`src/rtl/button_reset_gen.sv`:
```
`default_nettype none
// ============================================================================
//  Module   : button_reset_gen
//  Brief    : Synchronises and debounces the two active-low board buttons,
//             produces debounced levels and press pulses, and sequences a
//             minimum-length Z80 reset after global reset and on button 0.
//  Revision : 1.0  - initial release
// ============================================================================
module button_reset_gen #(
    parameter int DEBOUNCE_CYCLES = 500000,
    parameter int RESET_CYCLES    = 64
) (
    input  logic       CLK50MHZ,
    input  logic       RESET,
    input  logic [1:0] BUTTON_N,
    output logic [1:0] BUTTON,
    output logic [1:0] BUTTON_PRESS,
    output logic       Z80_RESET_N,
    output logic       SYS_RESET
);

    localparam int               DB_W       = $clog2(DEBOUNCE_CYCLES + 1);
    localparam int               RST_W      = $clog2(RESET_CYCLES);
    localparam logic [DB_W-1:0]  C_DB_LAST  = DB_W'(DEBOUNCE_CYCLES - 1);
    localparam logic [DB_W-1:0]  C_DB_ONE   = DB_W'(1);
    localparam logic [RST_W-1:0] C_RST_LAST = RST_W'(RESET_CYCLES - 1);
    localparam logic [RST_W-1:0] C_RST_ONE  = RST_W'(1);

    typedef enum logic [1:0] {
        ST_ASSERT = 2'b00,
        ST_HOLD   = 2'b01,
        ST_RUN    = 2'b10
    } state_t;

    logic [1:0] sync1_q;
    logic [1:0] sync2_q;
    logic [1:0] stable_vec;
    logic [1:0] press_vec;

    // Two-flop synchroniser for both raw buttons; idles at "released"
    always_ff @(posedge CLK50MHZ) begin
        if (RESET) begin
            sync1_q <= 2'b11;
            sync2_q <= 2'b11;
        end else begin
            sync1_q <= BUTTON_N;
            sync2_q <= sync1_q;
        end
    end

    genvar gi;
    generate
        for (gi = 0; gi < 2; gi++) begin : g_debounce
            logic [DB_W-1:0] cnt_q;
            logic [DB_W-1:0] cnt_d;
            logic            stable_q;
            logic            stable_d;
            logic            press_q;
            logic            press_d;

            // Accept a new level only after it has differed from the stable
            // level on DEBOUNCE_CYCLES consecutive edges; any return clears it
            always_comb begin
                cnt_d    = cnt_q;
                stable_d = stable_q;
                press_d  = 1'b0;
                if (sync2_q[gi] == stable_q) begin
                    cnt_d = '0;
                end else if (cnt_q == C_DB_LAST) begin
                    cnt_d    = '0;
                    stable_d = sync2_q[gi];
                    // Active-low input: a new stable 0 is a press
                    press_d  = ~sync2_q[gi];
                end else begin
                    cnt_d = cnt_q + C_DB_ONE;
                end
            end

            // Debounce state register
            always_ff @(posedge CLK50MHZ) begin
                if (RESET) begin
                    cnt_q    <= '0;
                    stable_q <= 1'b1;
                    press_q  <= 1'b0;
                end else begin
                    cnt_q    <= cnt_d;
                    stable_q <= stable_d;
                    press_q  <= press_d;
                end
            end

            assign stable_vec[gi] = stable_q;
            assign press_vec[gi]  = press_q;
        end
    endgenerate

    assign BUTTON       = ~stable_vec;
    assign BUTTON_PRESS = press_vec;

    state_t             state_q;
    state_t             state_d;
    logic [RST_W-1:0]   rcnt_q;
    logic [RST_W-1:0]   rcnt_d;
    logic               z80_rst_n_q;
    logic               sys_rst_q;

    // Reset sequencer next-state: fixed ASSERT tail, HOLD while button 0 is
    // down, RUN until the next debounced press of button 0
    always_comb begin
        state_d = state_q;
        rcnt_d  = rcnt_q;
        case (state_q)
            ST_ASSERT: begin
                if (rcnt_q == C_RST_LAST) begin
                    rcnt_d  = '0;
                    state_d = BUTTON[0] ? ST_HOLD : ST_RUN;
                end else begin
                    rcnt_d = rcnt_q + C_RST_ONE;
                end
            end
            ST_HOLD: begin
                if (!BUTTON[0]) begin
                    state_d = ST_ASSERT;
                    rcnt_d  = '0;
                end
            end
            ST_RUN: begin
                if (BUTTON_PRESS[0]) begin
                    state_d = ST_HOLD;
                end
            end
            default: begin
                state_d = ST_ASSERT;
                rcnt_d  = '0;
            end
        endcase
    end

    // Sequencer state and reset outputs, registered from the next state so
    // both outputs change together on the same edge
    always_ff @(posedge CLK50MHZ) begin
        if (RESET) begin
            state_q     <= ST_ASSERT;
            rcnt_q      <= '0;
            z80_rst_n_q <= 1'b0;
            sys_rst_q   <= 1'b1;
        end else begin
            state_q     <= state_d;
            rcnt_q      <= rcnt_d;
            z80_rst_n_q <= (state_d == ST_RUN);
            sys_rst_q   <= (state_d != ST_RUN);
        end
    end

    assign Z80_RESET_N = z80_rst_n_q;
    assign SYS_RESET   = sys_rst_q;

endmodule
`default_nettype wire

```
`config.mk`:
```
export PLATFORM = sky130hd
export DESIGN_NAME = button_reset_gen
export DESIGN_NICKNAME = d
export VERILOG_FILES = /design/src/rtl/button_reset_gen.sv
export SDC_FILE = /design/constraint.sdc
export NUM_CORES = 1
export LEC_CHECK = 0
export CAP_MARGIN = 20
export CELL_PAD_IN_SITES_DETAIL_PLACEMENT = 0
export CELL_PAD_IN_SITES_GLOBAL_PLACEMENT = 1
export CORE_ASPECT_RATIO = 1.4
export CORE_UTILIZATION = 40
export DETAILED_ROUTE_END_ITERATION = 8
export PLACE_DENSITY_LB_ADDON = 0.1
export SETUP_SLACK_MARGIN = 0.1
export SLEW_MARGIN = 20
export SYNTH_ARGS = -nofsm -noshare
export SYNTH_HDL_FRONTEND = slang
export SYNTH_SLANG_ARGS = --single-unit
export TNS_END_PERCENT = 10
```
`constraint.sdc`:
```
create_clock -name CLK50MHZ -period 4.25 [get_ports CLK50MHZ]
set_input_delay 0.85 -clock CLK50MHZ [delete_from_list [all_inputs] [get_ports CLK50MHZ]]
set_output_delay 0.85 -clock CLK50MHZ [all_outputs]
set_load 0.02 [all_outputs]
```
==> results <==
- The routed length per instance is 12.7 µm.
- Ranked by total cell area, the synthesized netlist is headed by dfxtp_1 (44%), nor2_1 (7.9%), xnor2_1 (7.3%).
- The repair_antennas step left the layout with diodes totalling 0.
- Hold is met by 416 ps.
- Gates resized during post-CTS repair numbered 0.
- The clock latency on the worst-skew pair is 310 ps.
- The largest total area in the synthesized netlist belongs to dfxtp_1.
- The die outline area is about 6600 µm².
- The largest single stage delay on the critical path is 530 ps.
- The worst path uses between 50% and 60% of the clock period.
- Among all stages on the critical path, the largest delay is contributed by clkdlybuf4s50_1.
- The cell at the root of the clock tree is clkbuf_8.
- Synthesis handed over a netlist of around 290 instances.
- The clock passes through at most 2 buffers.
- The proportion of synthesized chip area in sequential cells is 44.4%.
- The starting density of the core is 42.2%.
- Summed over all cells, the static leakage comes to a little under 0.9 nW.
- Yosys mapped a number of flops with a built-in enable equal to 0.
- The kind of cell adding the most delay to the critical path is buffers and inverters.
- The y dimension of the die is 96.0 µm.
- The worst path meets setup with roughly 2000 ps of slack.
- The finished layout cell area is 2770 µm².
- The source of the worst register-to-register timing path is g_debounce[0].cnt_q[15].
- The overall die width is 69.2 µm.
- Clock-pin slew was measured on the worst setup and hold paths at 90 ps.
- The post-cts hold buffer count is 0.
- Summing all placed instances gives a cell area of 2640 µm².
- Dividing the detail-routed via count by the number of cells gives 5.24.
- The total negative slack is 0 ps.
- Prior to clock tree synthesis, the placed netlist has a worst setup slack of 1690 ps.
- Entering global routing, the biggest net connects 23 pins.
- Setup repair after global routing left no endpoint under its margin.
- The pre-antenna-repair detailed-routing pass consisted of 4 iterations.
- The startpoint kind of the worst setup timing path is a register.
- The tightest min-delay check is of the reg -> reg type.
- The minimum period implied by the final worst setup slack is 2210 ps.
- At the end of the flow the core is filled with cells to 46.2%.
- Averaged over all synthesized cells, the footprint is slightly below 9 µm².
- The hold violation total from the final report was 0.
- The number of synthesis warnings is 0.
- The number of port buffers is 9.
- The number of antenna violations at the first check in global routing is 0.
- The number of max-cap violations is 0.
- IR analysis of the VDD net gives a maximum drop of between 0.15 and 0.2 mV.
- The normalized max-slew margin is 49.6%.
- The combined global-route utilization of all metal layers is between 10% and 20%.
- Among all cell types in the netlist, the one instantiated most often is dfxtp_1.
- The most frequently used flop master after synthesis is dfxtp_1.
- The layout overhead on the synthesized area is 9.61%.
- The share of the synthesized area in the top cell type is 44.4%.
- The overflow left after global routing is 0.
- The number of fillers in the final layout is 596.
- The mapped netlist covers 2530 µm².
- The startpoint identified for the worst hold timing path is sync1_q[1].
- In this run the post-CTS setup repair buffer count came out at 0.
- Power spread over the standard cell area amounts to approximately 340 nW/µm².
- The fraction of final layout cells sized beyond drive strength 1 is 8.53%.
- The clock sink count is between 50 and 60.
- The detail route stage leaves a number of antenna-violating nets equal to 0.
- Setup violations remaining at the end of the flow were counted as 0.
- The global placer's final weighted congestion is roughly 0.70.
- The final layout contains routed wiring with a total length of 4610 µm.
- The via count of the first global-routing pass is 1832.
- The number of ports placed on the die boundary is 10.
- For the worst setup path, the data required time is 3400 ps.
- The first global-routing pass estimated 8030 µm of wire.
- The number of max-slew violations in the final report is 0.
- The number of DRC markers in iteration 0 is 82.
- The timing startpoint of the critical path is g_debounce[0].stable_q.
- The type of element capturing the critical path is an output port.
- The slew at the pin with the worst max-slew slack is 756 ps.
- The initialized floorplan defines 33 standard-cell rows.
- Counting the buffers created by CTS gives 5.
- The largest fanout on the critical path is 6.
- The clock skew is between 7 and 8 ps.
- At the end of the flow, the number of nets in the layout was 299.
- For this run, design rule violations remaining after detail routing come to 0.
- For this run, the top clock speed supported by timing is around 450 MHz.
- For the worst setup path, the data arrival time is 1360 ps.
- The commonest cells after synthesis are dfxtp_1 (56), nor2_1 (53), xnor2_1 (21).
- The flow ran to the end, and the final reports show no timing, DRC or antenna violations.
- The core region is between 5000 and 6000 µm².
- In the synthesized netlist the async set-or-reset flop fraction comes to 0%.
- Detailed placement finished with a half-perimeter wire length of between 3000 and 4000 µm.
- The H-tree was split into 2 levels.
- Synthesis produced a netlist with a net count of 294.
- The category of the most critical setup path is reg -> out.
- Counting both buffers and inverters, the worst setup path holds a total of 2.
- TritonCTS built the clock tree.
- The via count of the routed design is 1902.
- The register bit total from synthesis is 56.
- Traced cell by cell, the critical path runs through inv_1 -> clkdlybuf4s50_1.
- Counting distinct cell types in the post-synthesis netlist gives 43.
[state kept, by name (all words and copies together), names as in the netlist]
signal / flops
g_debounce.cnt_q: 38
rcnt_q: 6
g_debounce.press_q: 2
g_debounce.stable_q: 2
state_q: 2
sync1_q: 2
sync2_q: 2
SYS_RESET: 1
Z80_RESET_N: 1
[power breakdown]
group / leakage [nW] / switching (W) / total, W / internal, W
Combinational: 0.349 / 0.00000938 / 0.0000180 / 0.00000859
Clock: 0.0645 / 0.000173 / 0.000381 / 0.000208
Sequential: 0.453 / 0.00000329 / 0.000532 / 0.000529
[through the flow]
step                      power, W  cells
final                     0.000931    363
after global routing      0.000966    363
after CTS                 0.000946    363
after detailed placement  0.000563    355
after global placement    0.000563    355
after floorplan           0.000558    287
[cells by family (layout without fill, tap and decap cells)]
family	after synthesis	after routing	synth area share (%)
muxes	4	4	1.59
buffers and inverters	20	26	3.76
AOI/OAI and AO/OA	23	23	6.19
and+or+nand+nor	151	151	32.2
xor gates and xnor gates	30	30	10.4
DFF	56	56	44.4
adders and majority gates	3	3	1.49
[final cells by class]
type	count	area (µm²)	share of cell area [%]
repair buffers	9	90.1	3.25
inverters	9	33.8	1.22
multi-input cells	211	1310	47.3
clock inverters	1	30.0	1.08
well taps	70	87.6	3.16
flip-flops and latches	56	1120	40.5
clock buffers	7	96.3	3.48
[path summary, 6_finish.rpt]
check / end / slack (ps) / depth (start not counted)
hold / removal: sync2_q[1] / 420 / 1
setup / recovery: BUTTON[0] / 2040 / 2
hold reg to reg: sync2_q[1] / 420 / 1
setup reg to reg: g_debounce[0].cnt_q[10] / 2200 / 4
[layout by cell type, fill, tap and decap left out, drive strengths merged, types with 4 or more instances in the layout]
master         Yosys  routed
nand2             16      16
clkdlybuf4s50      0       9
mux2i              4       4
nand4             15      15
nand3             15      15
or2                7       7
a21oi              8       8
clkbuf             4       7
o21ai              6       6
dfxtp             56      56
nor2              53      53
inv                9       9
or3                4       4
nor4              11      11
nor3              10      10
and3               4       4
xor2               9       9
xnor2             21      21
[routing by layer]
layer	global-route usage (%)	part of all wire [%]	vias up
li1	-	-	1011
met1	16.8	46	866
met2	27.6	50	21
met3	2.72	2.4	4
met4	7.14	1.6	0
met5	0	0	-
Power figures use the tool's default switching activity.
